--- config.mk ---
export PLATFORM = sky130hd
export DESIGN_NAME = booth_mult_param
export DESIGN_NICKNAME = d
export VERILOG_FILES = /design/src/rtl/booth_mult_param_pkg.sv /design/src/rtl/booth_mult_param_step.sv /design/src/rtl/booth_mult_param.sv
export SDC_FILE = /design/constraint.sdc
export NUM_CORES = 1
export LEC_CHECK = 0
export CELL_PAD_IN_SITES_DETAIL_PLACEMENT = 0
export CELL_PAD_IN_SITES_GLOBAL_PLACEMENT = 1
export CORE_MARGIN = 10
export CORE_UTILIZATION = 46
export DETAILED_ROUTE_END_ITERATION = 10
export GPL_TIMING_DRIVEN = 0
export HOLD_SLACK_MARGIN = 0.06
export PLACE_DENSITY_LB_ADDON = 0.25
export SETUP_SLACK_MARGIN = 0.3
export SYNTH_ARGS = -nofsm -noshare
export SYNTH_HDL_FRONTEND = slang
export SYNTH_SLANG_ARGS = --single-unit
export TNS_END_PERCENT = 30
--- constraint.sdc ---
create_clock -name clk -period 9.3 [get_ports clk]
set_input_delay 0.93 -clock clk [delete_from_list [all_inputs] [get_ports clk]]
set_output_delay 0.93 -clock clk [all_outputs]
set_load 0.005 [all_outputs]
--- src/rtl/booth_mult_param_pkg.sv ---
// Shared definitions for the radix-2 Booth multiplier: FSM encoding and Booth decode.
// Latency: n/a (declarations only).
// Backpressure: n/a.
package mult_pkg;

    typedef enum logic [1:0] {
        IDLE   = 2'd0,
        RUN    = 2'd1,
        FINISH = 2'd2
    } state_t;

    // {Q0, q_minus1} patterns that require an add or a subtract of M
    localparam logic [1:0] BOOTH_ADD = 2'b01;
    localparam logic [1:0] BOOTH_SUB = 2'b10;

endpackage

--- src/rtl/booth_mult_param_step.sv ---
// One radix-2 Booth iteration: conditional add/sub of M, then arithmetic shift right of {acc,Q,q_minus1}.
// Latency: purely combinational.
// Backpressure: none; the caller decides when to register the result.
module booth_step
    import mult_pkg::*;
#(
    parameter int WIDTH = 32
) (
    input  logic [WIDTH+1:0] acc,
    input  logic [WIDTH:0]   q,
    input  logic             q_minus1,
    input  logic [WIDTH:0]   m,
    output logic [WIDTH+1:0] acc_next,
    output logic [WIDTH:0]   q_next,
    output logic             q_minus1_next
);

    logic [WIDTH+1:0] m_ext;
    logic [WIDTH+1:0] sum;

    // M is already sign/zero extended to WIDTH+1; one more sign bit matches the accumulator
    assign m_ext = {m[WIDTH], m};

    // Booth decode, add/sub, then shift the whole {acc,Q,q_minus1} chain right by one
    always_comb begin
        sum = acc;
        case ({q[0], q_minus1})
            BOOTH_ADD: sum = acc + m_ext;
            BOOTH_SUB: sum = acc - m_ext;
            default:   sum = acc;
        endcase
        acc_next      = {sum[WIDTH+1], sum[WIDTH+1:1]};
        q_next        = {sum[0], q[WIDTH:1]};
        q_minus1_next = q[0];
    end

endmodule

--- src/rtl/booth_mult_param.sv ---
// Radix-2 Booth multiplier for MULT/MULTU; signed and unsigned share one WIDTH+1 bit datapath.
// Latency: done pulses WIDTH+2 edges after the start edge; one operation per WIDTH+2 cycles.
// Backpressure: start is ignored while busy (no queueing); cancel aborts without touching hi/lo.
module booth_mult_param
    import mult_pkg::*;
#(
    parameter int WIDTH = 32
) (
    input  logic             clk,
    input  logic             reset_n,
    input  logic             start,
    input  logic             is_signed,
    input  logic             cancel,
    input  logic [WIDTH-1:0] a,
    input  logic [WIDTH-1:0] b,
    output logic             busy,
    output logic             done,
    output logic [WIDTH-1:0] hi,
    output logic [WIDTH-1:0] lo
);

    localparam int CNT_W = $clog2(WIDTH + 2);
    // Count value seen on the edge that performs the final (WIDTH+1)th step
    localparam logic [CNT_W-1:0] LAST_STEP = CNT_W'(WIDTH);

    state_t           state, state_next;
    logic             load, step, finish;
    logic [CNT_W-1:0] count;
    logic [WIDTH+1:0] acc, acc_next;
    logic [WIDTH:0]   q, q_next;
    logic [WIDTH:0]   m;
    logic             q_minus1, q_minus1_next;

    booth_step #(.WIDTH(WIDTH)) u_step (
        .acc           (acc),
        .q             (q),
        .q_minus1      (q_minus1),
        .m             (m),
        .acc_next      (acc_next),
        .q_next        (q_next),
        .q_minus1_next (q_minus1_next)
    );

    assign busy = (state != IDLE);

    // State register
    always_ff @(posedge clk or negedge reset_n) begin
        if (!reset_n) state <= IDLE;
        else          state <= state_next;
    end

    // Next state and datapath controls; cancel outranks start and any in-flight work
    always_comb begin
        state_next = state;
        load       = 1'b0;
        step       = 1'b0;
        finish     = 1'b0;
        case (state)
            IDLE: begin
                if (start && !cancel) begin
                    load       = 1'b1;
                    state_next = RUN;
                end
            end
            RUN: begin
                if (cancel) begin
                    state_next = IDLE;
                end else begin
                    step = 1'b1;
                    if (count == LAST_STEP) state_next = FINISH;
                end
            end
            FINISH: begin
                if (cancel) begin
                    state_next = IDLE;
                end else begin
                    finish     = 1'b1;
                    state_next = IDLE;
                end
            end
            default: state_next = IDLE;
        endcase
    end

    // Operand capture, iteration registers and the product/result registers
    always_ff @(posedge clk or negedge reset_n) begin
        if (!reset_n) begin
            count    <= '0;
            acc      <= '0;
            q        <= '0;
            q_minus1 <= 1'b0;
            m        <= '0;
            hi       <= '0;
            lo       <= '0;
            done     <= 1'b0;
        end else begin
            done <= finish;
            if (load) begin
                m        <= {is_signed & a[WIDTH-1], a};
                q        <= {is_signed & b[WIDTH-1], b};
                acc      <= '0;
                q_minus1 <= 1'b0;
                count    <= '0;
            end else if (step) begin
                acc      <= acc_next;
                q        <= q_next;
                q_minus1 <= q_minus1_next;
                count    <= count + CNT_W'(1);
            end
            // Low 2*WIDTH bits of {acc,Q} hold the product for both signed and unsigned modes
            if (finish) {hi, lo} <= {acc[WIDTH-2:0], q};
        end
    end

endmodule

**After elaboration in Yosys (flattened, before gate mapping)**

Cells that the tools add are included.

- Register bits: 174
- Bits of input ports: 69
- Output and inout bits: 66
- Word-level logic and storage cells: 45

- Add/sub/neg operators: 3
- Equal/unequal tests: 7
- Muxes and demuxes: 18
- Bitwise gates (word level): 2
- Reductions and logical operators: 6

Operator list:

| kind | number |
|---|---|
| $mux 34 | 2 |
| $pmux 34 s2 | 1 |
| $mux 33 | 2 |
| $add 34x34->34 | 1 |
| $sub 34x34->34 | 1 |
| $mux 6 | 2 |
| $mux 1 | 7 |
| $add 6x1->6 const B | 1 |
| $eq 6x6->1 const B | 1 |
| $mux 2 | 3 |
| $eq 2x1->1 const B | 2 |
| $eq 2x2->1 const B | 2 |
| $pmux 2 s2 | 1 |
| $reduce_bool 2->1 | 2 |
| $ne 3x3->1 const B | 1 |
| $and 1x1->1 | 2 |
| $logic_not 2->1 | 1 |
| $ne 2x2->1 const B | 1 |
| $reduce_and 2->1 | 1 |
| $logic_and 1x1->1 | 1 |
| $logic_not 1->1 | 1 |

**Longest topological paths before layout**

Gate-level depths: netlist of run 1.

- Depth after elaboration: 5
- Mapped depth: 18

**Hierarchy**

From an unflattened synthesis of run 1, not the netlist that was laid out.

- Cells, all modules: 1118
- Area total of the unflattened synthesis: 10142.2 um^2

By module, submodules not included:

| module | instances | cells an instance | area an instance (um^2) |
|---|---|---|---|
| booth_mult_param | 1 | 613 | 6799.0 |
| booth_step | 1 | 505 | 3343.2 |

**Worst setup path after synthesis of run 1**

No wires, ideal clock.

- Kind: reg2reg
- Start point: register m[10]
- End point: register acc[29]
- Arrival: 3.401 ns
- Data required time: 9.159 ns
- Slack: 5.758 ns
- Cell stages (with the launch flop): 17
- Period minus slack after synthesis: 3.542 ns
- Cells stage by stage: dfrtp_1 -> or4_4 -> nor3_4 -> and3_4 -> and3b_4 -> nor2_1 -> xnor2_1 -> ha_1 -> a21oi_1 -> o21ai_0 -> a21o_1 -> a21o_1 -> a21oi_1 -> nor2b_1 -> a2111o_1 -> nand3_1 -> a31oi_1

- Word-level cells in the longest chain between the ends: 4
- Elaborated cells on any way between the ends: 5

Ends and longest elaborated chain:

| what | RTL line | RTL |
|---|---|---|
| start: declaration | booth_mult_param.sv:31 | `logic [WIDTH:0] m;` |
| start signal: assignment | booth_mult_param.sv:99 | `m <= {is_signed & a[WIDTH-1], a};` |
| $sub 34x34->34 or $add 34x34->34 (tied branches) | booth_mult_param_step.sv:29, booth_mult_param_step.sv:28 |  |
| $pmux 34 s2 (*) | booth_mult_param_step.sv:27 | `case ({q[0], q_minus1})` |
| $mux 34 (*) | booth_mult_param.sv:104 | `end else if (step) begin` |
| $mux 34 (*) | booth_mult_param.sv:98 | `if (load) begin` |
| end signal: assignment | booth_mult_param.sv:105 | `acc <= acc_next;` |
| end: declaration | booth_mult_param.sv:29 | `logic [WIDTH+1:0] acc, acc_next;` |

Every way passes the cells marked *; elsewhere a longest branch is shown, timed or not. The select of a mux whose other input is x is not followed.
A chain may end at the register's enable or synchronous reset.

**Final worst setup path of run 1**

- Start point: register m[19]
- End point: register acc[31]

The elaborated chain is that of the path after synthesis.

==> results of run 1 <==
-- cells by family after synthesis --
logic type / Yosys count / synth area share [%]
adder cells (fa/ha/maj): 38 / 5.13
AO/OA/AOI/OAI: 236 / 15.9
buffers and inverters: 69 / 2.98
AND/OR/NAND/NOR: 345 / 16.3
flip-flops: 173 / 46.0
XOR/XNOR: 62 / 5.77
multiplexers: 67 / 7.98
-- worst max-delay path, stage by stage, from the launching register on --
cell	delay, ns
dfrtp_1	0.46
nor4_1	0.35
or2b_2	0.35
nor3_1	0.50
nand4_1	0.33
nor2_1	0.36
a21oi_1	0.14
xnor2_1	0.16
ha_1	0.40
and3_1	0.25
nand2_1	0.09
or3_1	0.31
o21ai_0	0.40
a311oi_1	0.20
xor2_1	0.17
o211ai_1	0.17
-- report_power, final --
| part | switching [µW] | internal [µW] |
|---|---|---|
| Clock | 355 | 394 |
| Combinational | 839 | 602 |
| Sequential | 160 | 880 |
-- layer usage --
layer | vias up | wire length [µm] | track usage [%] | share of wire [%]
met2 | 213 | 12000 | 30.7 | 45
met5 | - | 13 | 0 | 0.048
li1 | 3795 | - | - | -
met3 | 36 | 2360 | 7.25 | 8.8
met4 | 2 | 501 | 6.43 | 1.9
met1 | 3803 | 11900 | 26.7 | 44
-- cell type report --
| class | instances | area, µm² | share of cell area (%) |
|---|---|---|---|
| clock inverter | 14 | 171 | 1.46 |
| clock buffer | 18 | 439 | 3.74 |
| tap | 270 | 338 | 2.87 |
| inverter | 21 | 78.8 | 0.671 |
| sequential | 173 | 4330 | 36.8 |
| timing repair buffer | 136 | 1380 | 11.8 |
| buffer | 48 | 201 | 1.71 |
| antenna | 1 | 2.50 | 0.0213 |
| multi-input combinational | 748 | 4810 | 40.9 |
-- layout by cell type (no fill, tap or decap), types with 19 or more instances in the layout --
cell type and count:
nand2_1 201, mux2_2 64, ha_1 37, nor2_1 63, a31oi_1 23, dfrtp_1 173, nand3_1 20, a21oi_1 79
clkbuf_1 45, inv_1 21, xor2_1 19, clkdlybuf4s50_1 133, o21ai_0 52, xnor2_1 43
-- worst min path at each step --
stage	from	endpoint	depth (start not counted)
2_1_floorplan	q[11]$_DFFE_PN0P_	q[11]$_DFFE_PN0P_	2
3_3_place_gp	q_minus1$_DFFE_PN0P_	q_minus1$_DFFE_PN0P_	1
3_5_place_dp	q[15]$_DFFE_PN0P_	q[15]$_DFFE_PN0P_	2
4_1_cts	reset_n	hi[9]$_DFFE_PN0P_	1
5_1_grt	reset_n	hi[8]$_DFFE_PN0P_	1
6_report	reset_n	hi[11]$_DFFE_PN0P_	1
-- registers in the layout, indices dropped and copies added (netlist names) --
name and cells:
acc 33, m 33, q 33, hi 32, lo 32, count 6
state 2, done 1, q_minus1 1
-- through the flow --
step	cells	total power (µW)
finish	1429	3230
floorplan	990	2100
global placement	1394	2460
detailed placement	1396	2480
global route	1428	3470
CTS	1428	3230
==> impl_metrics.prom, run 1 <==
# TYPE chip_impl_metric gauge
chip_impl_metric{name="start_util",unit="%"} 46.7
chip_impl_metric{name="die_height",unit="µm"} 163
chip_impl_metric{name="regToRegSetupSlack",unit="ns"} 4.56
chip_impl_metric{name="finalNetCount",unit=""} 1252
chip_impl_metric{name="finalCriticalPeriod",unit="ns"} 4.74
chip_impl_metric{name="synth_nets",unit=""} 1097
chip_impl_metric{name="die-area",unit="mm²"} 0.0266
chip_impl_metric{name="relative_slew_margins",unit="%"} 45.4
chip_impl_metric{name="final_design_area_no_fill",unit="mm²"} 0.0118
chip_impl_metric{name="pin_count_of_the_biggest_net_entering_global_routing",unit=""} 117
chip_impl_metric{name="post-synth-top-area-fraction",unit="%"} 46.0
chip_impl_metric{name="setup-violations-final",unit=""} 0
chip_impl_metric{name="postSynthCellCount",unit=""} 990
chip_impl_metric{name="grt_antenna_before_repair",unit=""} 2
chip_impl_metric{name="layout-drive-gt1-share",unit="%"} 10.7
chip_impl_info{name="endpoint",value="acc[31]$_DFFE_PN0P_"} 1
chip_impl_metric{name="detailed_place_hpwl",unit="mm"} 19.7
chip_impl_metric{name="num-fill-cells",unit=""} 1807
chip_impl_metric{name="place.port_buffers",unit=""} 134
chip_impl_metric{name="die_x",unit="µm"} 163
chip_impl_metric{name="grt_pass1_wl",unit="mm"} 43.0
chip_impl_info{name="worst_r2r_endpoint",value="acc[31]$_DFFE_PN0P_"} 1
chip_impl_info{name="critical_path.endpoint_type",value="flip-flop"} 1
chip_impl_metric{name="critPathRequiredTime",unit="ns"} 9.65
chip_impl_metric{name="worst-slew-pin-transition",unit="ns"} 0.820
chip_impl_info{name="synth_largest_area_cell",value="dfrtp_1"} 1
chip_impl_metric{name="finalCoreUtilization",unit="%"} 58.3
chip_impl_metric{name="antenna_left",unit=""} 0
chip_impl_metric{name="syn_avg_cell_area",unit="µm²"} 9.51
chip_impl_metric{name="placeableCoreArea",unit="mm²"} 0.0202
chip_impl_metric{name="drt_drc_violations_left",unit=""} 0
chip_impl_metric{name="ioPinCount",unit=""} 135
chip_impl_metric{name="clk_pin_slew",unit="ns"} 0.07
chip_impl_metric{name="drt_first_iter_violations",unit=""} 467
chip_impl_metric{name="finalHoldViolations",unit=""} 0
chip_impl_metric{name="vias",unit=""} 7849
chip_impl_metric{name="core.rowCount",unit=""} 52
chip_impl_metric{name="routed_wire_length_per_instance",unit="µm"} 18.8
chip_impl_metric{name="highest_fanout_seen_on_the_critical_path",unit=""} 6
chip_impl_metric{name="clk_latency",unit="ns"} 0.44
chip_impl_metric{name="routed_via_density",unit=""} 5.49
chip_impl_metric{name="ys_seq_elements",unit=""} 173
chip_impl_metric{name="timing.hold.ws",unit="ns"} 0.409
chip_impl_info{name="post_synth_main_area_contributors",value="dfrtp_1 (46%), nand2_1 (8.0%), mux2_2 (7.7%), ha_1 (4.9%), a21oi_1 (4.2%)"} 1
chip_impl_metric{name="fin_setup_tns",unit="ns"} 0
chip_impl_metric{name="vdd_ir_drop_max",unit="µV"} 152
chip_impl_info{name="post-synth-top-count-cell",value="nand2_1"} 1
chip_impl_info{name="outcome",value="finished, final reports clean"} 1
chip_impl_metric{name="post_cts_resize_count",unit=""} 0
chip_impl_metric{name="static-leakage-power",unit="µW"} 0.00535
chip_impl_metric{name="cts-buffers-inserted",unit=""} 17
chip_impl_metric{name="final.period_utilization",unit="%"} 51.0
chip_impl_info{name="tritoncts",value="built"} 1
chip_impl_metric{name="arrival_time_of_data_at_the_critical_path_endpoint",unit="ns"} 5.10
chip_impl_info{name="reg2reg_from",value="m[19]$_DFFE_PN0P_"} 1
chip_impl_info{name="grt_setup_unrepaired",value="no"} 1
chip_impl_metric{name="clock_tree.buffer_depth",unit=""} 2
chip_impl_metric{name="async_flop_share",unit="%"} 100
chip_impl_metric{name="worstRegToRegCells",unit=""} 15
chip_impl_info{name="clock_tree.root_cell",value="clkbuf_16"} 1
chip_impl_metric{name="area.growth.synth_to_final",unit="%"} 24.8
chip_impl_metric{name="fin_skew",unit="ns"} 0.0113
chip_impl_metric{name="max_freq",unit="MHz"} 211
chip_impl_metric{name="maxSlewViolCount",unit=""} 0
chip_impl_metric{name="clock_sink_count",unit=""} 173
chip_impl_info{name="worstSetupStartpointType",value="flip-flop"} 1
chip_impl_info{name="synth-main-ff-cell",value="dfrtp_1"} 1
chip_impl_metric{name="postLayoutSetupSlackWorst",unit="ns"} 4.56
chip_impl_metric{name="setup_repair_bufs_after_cts",unit=""} 0
chip_impl_info{name="critPathLaunch",value="m[19]$_DFFE_PN0P_"} 1
chip_impl_metric{name="total_number_of_yosys_warnings",unit=""} 0
chip_impl_metric{name="cts_hold_repair.buffers",unit=""} 0
chip_impl_metric{name="syn-cell-area",unit="mm²"} 0.00941
chip_impl_metric{name="routability_cong",unit=""} 0.905
chip_impl_metric{name="synth-seq-area-share",unit="%"} 46.0
chip_impl_metric{name="power_per_unit_of_standard_cell_area",unit="mW/mm²"} 275
chip_impl_metric{name="first_global_vias",unit=""} 7824
chip_impl_metric{name="synth_edf_count",unit=""} 0
chip_impl_metric{name="cts.htree.levels",unit=""} 4
chip_impl_metric{name="globalRoute.totalOverflow",unit=""} 0
chip_impl_info{name="synth.top_cells.by_count",value="nand2_1 (201), dfrtp_1 (173), a21oi_1 (79)"} 1
chip_impl_info{name="hold_class",value="input port to async pin"} 1
chip_impl_metric{name="dpl_cell_area",unit="mm²"} 0.0111
chip_impl_info{name="path_class",value="flip-flop to flip-flop"} 1
chip_impl_metric{name="route.final.wire_length",unit="mm"} 26.8
chip_impl_metric{name="maxCapViolCount",unit=""} 0
chip_impl_metric{name="track_usage",unit="%"} 20.3
chip_impl_metric{name="dp_worst_setup_slack",unit="ns"} 4.74
chip_impl_metric{name="firstDrtPassIters",unit=""} 5
chip_impl_metric{name="ys_types",unit=""} 72
Note: power is estimated with default switching activity, not from simulation.
==> run 2, diff against run 1 <==
CORE_UTILIZATION = 38   (was 46)
clock period = 3.8 ns   (was 9.3 ns; I/O delays follow)
==> run 2 against run 1 <==
Effect of this change: sequential share of layout area is 2.6 points lower; total power grew to 2.8 times the previous value; routed wire length is 11% higher; worst setup slack worse by 4.4 ns; critical endpoint is now acc[28]$_DFFE_PN0P_; largest cell class unchanged; largest power group unchanged.
==> impl_metrics.prom, run 2 (same netlist as run 1, synthesis figures left out) <==
# TYPE chip_impl_metric gauge
chip_impl_metric{name="die-area",unit="mm²"} 0.0315
chip_impl_info{name="reg_top3",value="acc (33), m (33), q (33)"} 1
chip_impl_info{name="outcome",value="finished, final reports clean"} 1
chip_impl_info{name="reg2reg_from",value="m[4]$_DFFE_PN0P_"} 1
chip_impl_metric{name="dpl_cells",unit=""} 1450
chip_impl_metric{name="globalRoute.totalOverflow",unit=""} 0
chip_impl_metric{name="routed_via_density",unit=""} 5.31
chip_impl_metric{name="first_global_vias",unit=""} 8404
chip_impl_metric{name="die_x",unit="µm"} 177
chip_impl_metric{name="placeableCoreArea",unit="mm²"} 0.0243
chip_impl_metric{name="routability_cong",unit=""} 0.866
chip_impl_metric{name="final_design_area_no_fill",unit="mm²"} 0.0127
chip_impl_metric{name="drt_drc_violations_left",unit=""} 0
chip_impl_metric{name="grt_antenna_before_repair",unit=""} 2
chip_impl_info{name="hold_class",value="input port to flip-flop"} 1
chip_impl_info{name="critPathLaunch",value="m[4]$_DFFE_PN0P_"} 1
chip_impl_metric{name="static-leakage-power",unit="µW"} 0.00571
chip_impl_metric{name="detailed_place_hpwl",unit="mm"} 21.1
chip_impl_info{name="tritoncts",value="built"} 1
chip_impl_metric{name="track_usage",unit="%"} 18.8
chip_impl_metric{name="final.period_utilization",unit="%"} 96.8
chip_impl_info{name="path_class",value="flip-flop to flip-flop"} 1
chip_impl_metric{name="finalHoldViolations",unit=""} 0
chip_impl_info{name="final_common_cell",value="nand2_1"} 1
chip_impl_info{name="critical_path.endpoint_type",value="flip-flop"} 1
chip_impl_metric{name="critPathRequiredTime",unit="ns"} 4.13
chip_impl_metric{name="relative_slew_margins",unit="%"} 42.4
chip_impl_metric{name="dpl_cell_area",unit="mm²"} 0.0112
chip_impl_info{name="timing.hold.worst.start",value="a[20]"} 1
chip_impl_metric{name="fin_setup_tns",unit="ns"} 0
chip_impl_metric{name="vdd_ir_drop_max",unit="µV"} 355
chip_impl_metric{name="setup-violations-final",unit=""} 0
chip_impl_info{name="final_cell_mix",value="nand2_1 (194), dfrtp_1 (164), clkdlybuf4s50_1 (133), mux2_2 (64), a21oi_1 (61)"} 1
chip_impl_info{name="clock_tree.root_cell",value="clkbuf_16"} 1
chip_impl_metric{name="core.rowCount",unit=""} 57
chip_impl_metric{name="arrival_time_of_data_at_the_critical_path_endpoint",unit="ns"} 4.01
chip_impl_metric{name="maxSlewViolCount",unit=""} 0
chip_impl_metric{name="finalCriticalPeriod",unit="ns"} 3.68
chip_impl_metric{name="ioPinCount",unit=""} 135
chip_impl_metric{name="place.port_buffers",unit=""} 134
chip_impl_metric{name="cts.htree.levels",unit=""} 4
chip_impl_metric{name="power_per_unit_of_standard_cell_area",unit="mW/mm²"} 703
chip_impl_metric{name="clk_pin_slew",unit="ns"} 0.08
chip_impl_metric{name="drt_first_iter_violations",unit=""} 511
chip_impl_metric{name="finalNetCount",unit=""} 1307
chip_impl_metric{name="maxCapViolCount",unit=""} 0
chip_impl_metric{name="clk_latency",unit="ns"} 0.44
chip_impl_metric{name="routed_wire_length_per_instance",unit="µm"} 19.4
chip_impl_metric{name="cts-buffers-inserted",unit=""} 17
chip_impl_metric{name="highest_fanout_seen_on_the_critical_path",unit=""} 6
chip_impl_metric{name="layout-drive-gt1-share",unit="%"} 21.6
chip_impl_metric{name="firstDrtPassIters",unit=""} 5
chip_impl_metric{name="fin_cells",unit=""} 1537
chip_impl_metric{name="clock_tree.buffer_depth",unit=""} 2
chip_impl_metric{name="num-fill-cells",unit=""} 2249
chip_impl_metric{name="finalCoreUtilization",unit="%"} 52.2
chip_impl_metric{name="worst-slew-pin-transition",unit="ns"} 0.864
chip_impl_metric{name="pin_count_of_the_biggest_net_entering_global_routing",unit=""} 91
chip_impl_metric{name="totalPowerFinal",unit="µW"} 8910
chip_impl_metric{name="fin_skew",unit="ns"} 0.0102
chip_impl_metric{name="diodes",unit=""} 0
chip_impl_info{name="grt_setup_unrepaired",value="yes"} 1
chip_impl_metric{name="max_freq",unit="MHz"} 272
chip_impl_metric{name="clock_sink_count",unit=""} 173
chip_impl_metric{name="start_util",unit="%"} 38.7
chip_impl_metric{name="die_height",unit="µm"} 177
chip_impl_metric{name="grt_pass1_wl",unit="mm"} 46.8
chip_impl_metric{name="antenna_left",unit=""} 0
chip_impl_metric{name="route.final.wire_length",unit="mm"} 29.8
chip_impl_metric{name="area.growth.synth_to_final",unit="%"} 34.8
chip_impl_info{name="worstSetupStartpointType",value="flip-flop"} 1
chip_impl_metric{name="vias",unit=""} 8161
==> run 2: where the power goes <==
part           internal [µW]  total, µW  leakage [µW]  switching [µW]
logic                   2030       4530       0.00315            2500
clock network            902       1830      0.000299             929
registers               2160       2550       0.00226             392
==> run 2: per-layer routing <==
metal,vias up,share of wire [%],track usage (%)
li1,3901,-,-
met1,4012,44,23.6
met2,211,47,30.3
met3,33,7.7,6.31
met4,4,1.3,5.45
met5,-,0.091,0
==> run 2: path summary, 6_finish.rpt <==
| path | slack (ns) | end | cells past startpoint |
|---|---|---|---|
| setup reg to reg | 0.12 | acc[28]$_DFFE_PN0P_ | 15 |
| min in group asynchronous | 0.55 | hi[12]$_DFFE_PN0P_ | 2 |
| hold / removal | 0.46 | m[20]$_DFFE_PN0P_ | 3 |
| setup / recovery | 0.12 | acc[28]$_DFFE_PN0P_ | 15 |
| max in group asynchronous | 2.37 | lo[18]$_DFFE_PN0P_ | 3 |
| hold reg to reg | 0.50 | hi[15]$_DFFE_PN0P_ | 1 |
==> run 2: repair_timing <==
item,4_1_cts,5_1_grt
hold endpoints to repair,89,0
resized for setup,63,57
pin swaps,42,50
buffers inserted,44,10
hold buffers,1,0
endpoints found under the setup margin,26,21
==> run 2: per-stage QoR <==
stage          worst slack [ns]  hold WS [ns]
3_3_place_gp              -5.08         0.485
6_report                  0.123         0.461
3_5_place_dp             -0.909         0.459
5_1_grt                 -0.0654         0.450
4_1_cts                  0.0367         0.453
2_1_floorplan             0.280        0.0844
==> run 2: area by class of cell <==
type	instances	area, µm²	area share [%]
multi-input combinational	748	5200	41.0
sequential	173	4340	34.2
timing repair buffer	191	1820	14.3
clock buffer	17	425	3.35
tap	324	405	3.20
buffer	48	219	1.73
clock inverter	15	196	1.55
inverter	21	78.8	0.621
==> run 2: critical path, cell delays in order (launching register included) <==
cell and delay [ns]:
dfrtp_2 0.43, nor4_4 0.32, nor4b_4 0.23, buf_4 0.18, buf_4 0.11, a21oi_1 0.08
xnor2_1 0.16, ha_2 0.40, nand2_2 0.14, a2111o_1 0.46, a21boi_4 0.23, o21ai_4 0.08
a41o_1 0.27, xor2_1 0.20, o21ai_1 0.08, a22o_1 0.19
==> run 3, diff against run 2 <==
clock period = 3.2 ns   (was 3.8 ns; I/O delays follow)
==> run 3 against run 2 <==
Effect of this change: the flow now finishes with violations (negative setup slack); utilization is 0.86 points higher; register-to-register slack worse by 0.66 ns; critical endpoint is now acc[31]$_DFFE_PN0P_; first-iteration DRC count is 7.0% lower; via count is 0.15% lower; highest routed layer unchanged.
==> impl_metrics.prom, run 3 (same netlist as run 1, synthesis figures left out) <==
# TYPE chip_impl_metric gauge
chip_impl_info{name="outcome",value="finished with violations"} 1
chip_impl_info{name="violations",value="negative setup slack"} 1
chip_impl_metric{name="ioPinCount",unit=""} 135
chip_impl_metric{name="cts.htree.levels",unit=""} 4
chip_impl_info{name="clock_tree.root_cell",value="clkbuf_16"} 1
chip_impl_metric{name="grt_pass1_wl",unit="mm"} 46.3
chip_impl_metric{name="highest_fanout_seen_on_the_critical_path",unit=""} 4
chip_impl_metric{name="routed-wl-met2",unit="mm"} 13.3
chip_impl_metric{name="power.combinational.fraction",unit="%"} 52.4
chip_impl_metric{name="clk_latency",unit="ns"} 0.44
chip_impl_info{name="final_cell_mix",value="nand2_1 (196), dfrtp_1 (165), clkdlybuf4s50_1 (133), mux2_2 (64), buf_4 (59)"} 1
chip_impl_metric{name="dp_worst_setup_slack",unit="ns"} -1.14
chip_impl_metric{name="maxSlewViolCount",unit=""} 0
chip_impl_metric{name="maxCapViolCount",unit=""} 0
chip_impl_metric{name="placeableCoreArea",unit="mm²"} 0.0243
chip_impl_metric{name="drt_first_iter_violations",unit=""} 475
chip_impl_metric{name="clk_pin_slew",unit="ns"} 0.08
chip_impl_metric{name="clock_tree.buffer_depth",unit=""} 2
chip_impl_metric{name="totalPowerFinal",unit="µW"} 11000
chip_impl_metric{name="setup-violations-final",unit=""} 20
chip_impl_metric{name="layout-drive-gt1-share",unit="%"} 23.0
chip_impl_metric{name="wirelength_met1",unit="mm"} 13.0
chip_impl_metric{name="clkPwrFrac",unit="%"} 20.0
chip_impl_metric{name="track_usage",unit="%"} 18.5
chip_impl_metric{name="fin_skew",unit="ns"} 0.00915
chip_impl_info{name="crit_chain",value="nor4_4, or2b_4, nor3_4, nand4_1, nor2_2, a21oi_2, xnor2_1, ha_1, and3_4, nand2_4, or3_4, o21ai_2, a311oi_2, xor2_1, o211ai_1"} 1
chip_impl_metric{name="cts-buffers-inserted",unit=""} 17
chip_impl_metric{name="pin_count_of_the_biggest_net_entering_global_routing",unit=""} 99
chip_impl_metric{name="worst-slew-pin-transition",unit="ns"} 0.908
chip_impl_metric{name="regToRegSetupSlack",unit="ns"} -0.54
chip_impl_metric{name="firstDrtPassIters",unit=""} 5
chip_impl_metric{name="clock_sink_count",unit=""} 173
chip_impl_info{name="topRoutingLayerUsed",value="met5"} 1
chip_impl_metric{name="start_util",unit="%"} 38.7
chip_impl_info{name="grt_setup_unrepaired",value="yes"} 1
chip_impl_metric{name="die_height",unit="µm"} 177
chip_impl_metric{name="vdd_ir_drop_max",unit="µV"} 389
chip_impl_metric{name="routed_via_density",unit=""} 5.28
chip_impl_metric{name="timing.hold.ws",unit="ns"} 0.396
chip_impl_metric{name="vias",unit=""} 8149
chip_impl_metric{name="critPathRequiredTime",unit="ns"} 3.55
chip_impl_metric{name="timing.critical_path.buf_inv",unit=""} 0
chip_impl_info{name="hold_class",value="input port to flip-flop"} 1
chip_impl_metric{name="relative_slew_margins",unit="%"} 39.5
chip_impl_info{name="final_common_cell",value="nand2_1"} 1
chip_impl_metric{name="die_x",unit="µm"} 177
chip_impl_metric{name="globalRoute.totalOverflow",unit=""} 0
chip_impl_metric{name="die-area",unit="mm²"} 0.0315
chip_impl_info{name="tritoncts",value="built"} 1
chip_impl_info{name="timing.critical_path.slowest_stage_cell",value="dfrtp_2"} 1
chip_impl_metric{name="p_int",unit="µW"} 6300
chip_impl_metric{name="net_switching_power",unit="µW"} 4710
chip_impl_metric{name="fin_cells",unit=""} 1544
chip_impl_info{name="path_class",value="flip-flop to flip-flop"} 1
chip_impl_metric{name="postLayoutSetupSlackWorst",unit="ns"} -0.539
chip_impl_info{name="critical_path.top_delay_family",value="simple AND/OR/NAND/NOR gates"} 1
chip_impl_metric{name="finalNetCount",unit=""} 1313
chip_impl_metric{name="area.growth.synth_to_final",unit="%"} 37.0
chip_impl_metric{name="route.final.wire_length",unit="mm"} 29.4
chip_impl_metric{name="finalHoldViolations",unit=""} 0
chip_impl_metric{name="dpl_cells",unit=""} 1450
chip_impl_metric{name="antenna_left",unit=""} 0
chip_impl_metric{name="core.rowCount",unit=""} 57
chip_impl_metric{name="final_design_area_no_fill",unit="mm²"} 0.0129
chip_impl_metric{name="max_freq",unit="MHz"} 267
chip_impl_metric{name="finalCriticalPeriod",unit="ns"} 3.74
chip_impl_metric{name="final.period_utilization",unit="%"} 117
chip_impl_metric{name="first_global_vias",unit=""} 8442
chip_impl_info{name="worstSetupStartpointType",value="flip-flop"} 1
chip_impl_metric{name="routability_cong",unit=""} 0.898
chip_impl_metric{name="grt_antenna_before_repair",unit=""} 2
chip_impl_metric{name="dpl_cell_area",unit="mm²"} 0.0113
chip_impl_metric{name="arrival_time_of_data_at_the_critical_path_endpoint",unit="ns"} 4.09
chip_impl_metric{name="detailed_place_hpwl",unit="mm"} 21.0
chip_impl_metric{name="static-leakage-power",unit="µW"} 0.00580
chip_impl_metric{name="met3RoutedLength",unit="mm"} 2.30
chip_impl_metric{name="power.switching_fraction",unit="%"} 42.8
chip_impl_metric{name="power_per_unit_of_standard_cell_area",unit="mW/mm²"} 853
chip_impl_metric{name="routed_wire_length_per_instance",unit="µm"} 19.1
chip_impl_metric{name="drt_drc_violations_left",unit=""} 0
chip_impl_info{name="critical_path.endpoint_type",value="flip-flop"} 1
chip_impl_metric{name="cpPeakStageDelay",unit="ns"} 0.43
chip_impl_info{name="reg_top3",value="acc (33), m (33), q (33)"} 1
chip_impl_metric{name="place.port_buffers",unit=""} 134
chip_impl_metric{name="power.share.sequential",unit="%"} 27.6
run 3: cell types whose count changed in the layout (fill, tap and decap cells not counted), sizes merged:
cell / before / now
buf: 60 / 66
clkinv: 9 / 8
diode: 0 / 1
inv: 27 / 28
run 3: final timing paths:
kind	startpoint	to	cells after the start
worst max-delay path	m[17]$_DFFE_PN0P_	acc[31]$_DFFE_PN0P_	15
worst min-delay path	a[4]	m[4]$_DFFE_PN0P_	3
worst max register to register	m[17]$_DFFE_PN0P_	acc[31]$_DFFE_PN0P_	15
worst min register to register	hi[22]$_DFFE_PN0P_	hi[22]$_DFFE_PN0P_	1
max in group asynchronous	reset_n	m[18]$_DFFE_PN0P_	3
min in group asynchronous	reset_n	hi[12]$_DFFE_PN0P_	2
run 3: cell type report:
class                           instances  area [µm²]
Antenna cell                            1        2.50
Buffer                                 48         228
Clock buffer                           17         425
Clock inverter                         15         221
Fill cell                            2263       11400
Inverter                               21        78.8
Multi-Input combinational cell        748        5340
Sequential cell                       173        4340
Tap cell                              324         405
Timing Repair Buffer                  197        1850
run 3: routing by layer:
| metal | track usage [%] | vias up |
|---|---|---|
| met5 | 0 | - |
| met4 | 6.18 | 2 |
| met3 | 6.14 | 42 |
| met2 | 29.2 | 211 |
| met1 | 23.5 | 3980 |
| li1 | - | 3914 |
run 3: stage by stage:
stage | util [%] | setup TNS, ns
4_1_cts | 51.6 | -5.87
6_report | 53.0 | -7.22
2_1_floorplan | - | -1.49
3_5_place_dp | 46.3 | -15.83
3_3_place_gp | 46.1 | -1017.91
5_1_grt | 53.0 | -11.41
run 3: timing repair:
action,CTS,global route
setup endpoints to repair,29,28
resized for setup,76,48
endpoints found under the hold margin,75,0
hold buffers,1,0
setup buffers,43,17
pin swaps,58,45
run 3: power groups by stage:
stage / clock, µW / combinational [µW] / sequential [µW]
global placement: 0 / 4260 / 3050
detailed placement: 0 / 4290 / 3060
global route: 2350 / 6290 / 3090
CTS: 2260 / 5110 / 3020
floorplan: 0 / 3290 / 2890
finish: 2200 / 5760 / 3030
run 3: tightest hold or removal path, delay by kind of cell:
kind / cells / cell delay (ns)
buf+inv: 1 / 0.39
simple gates: 2 / 0.09
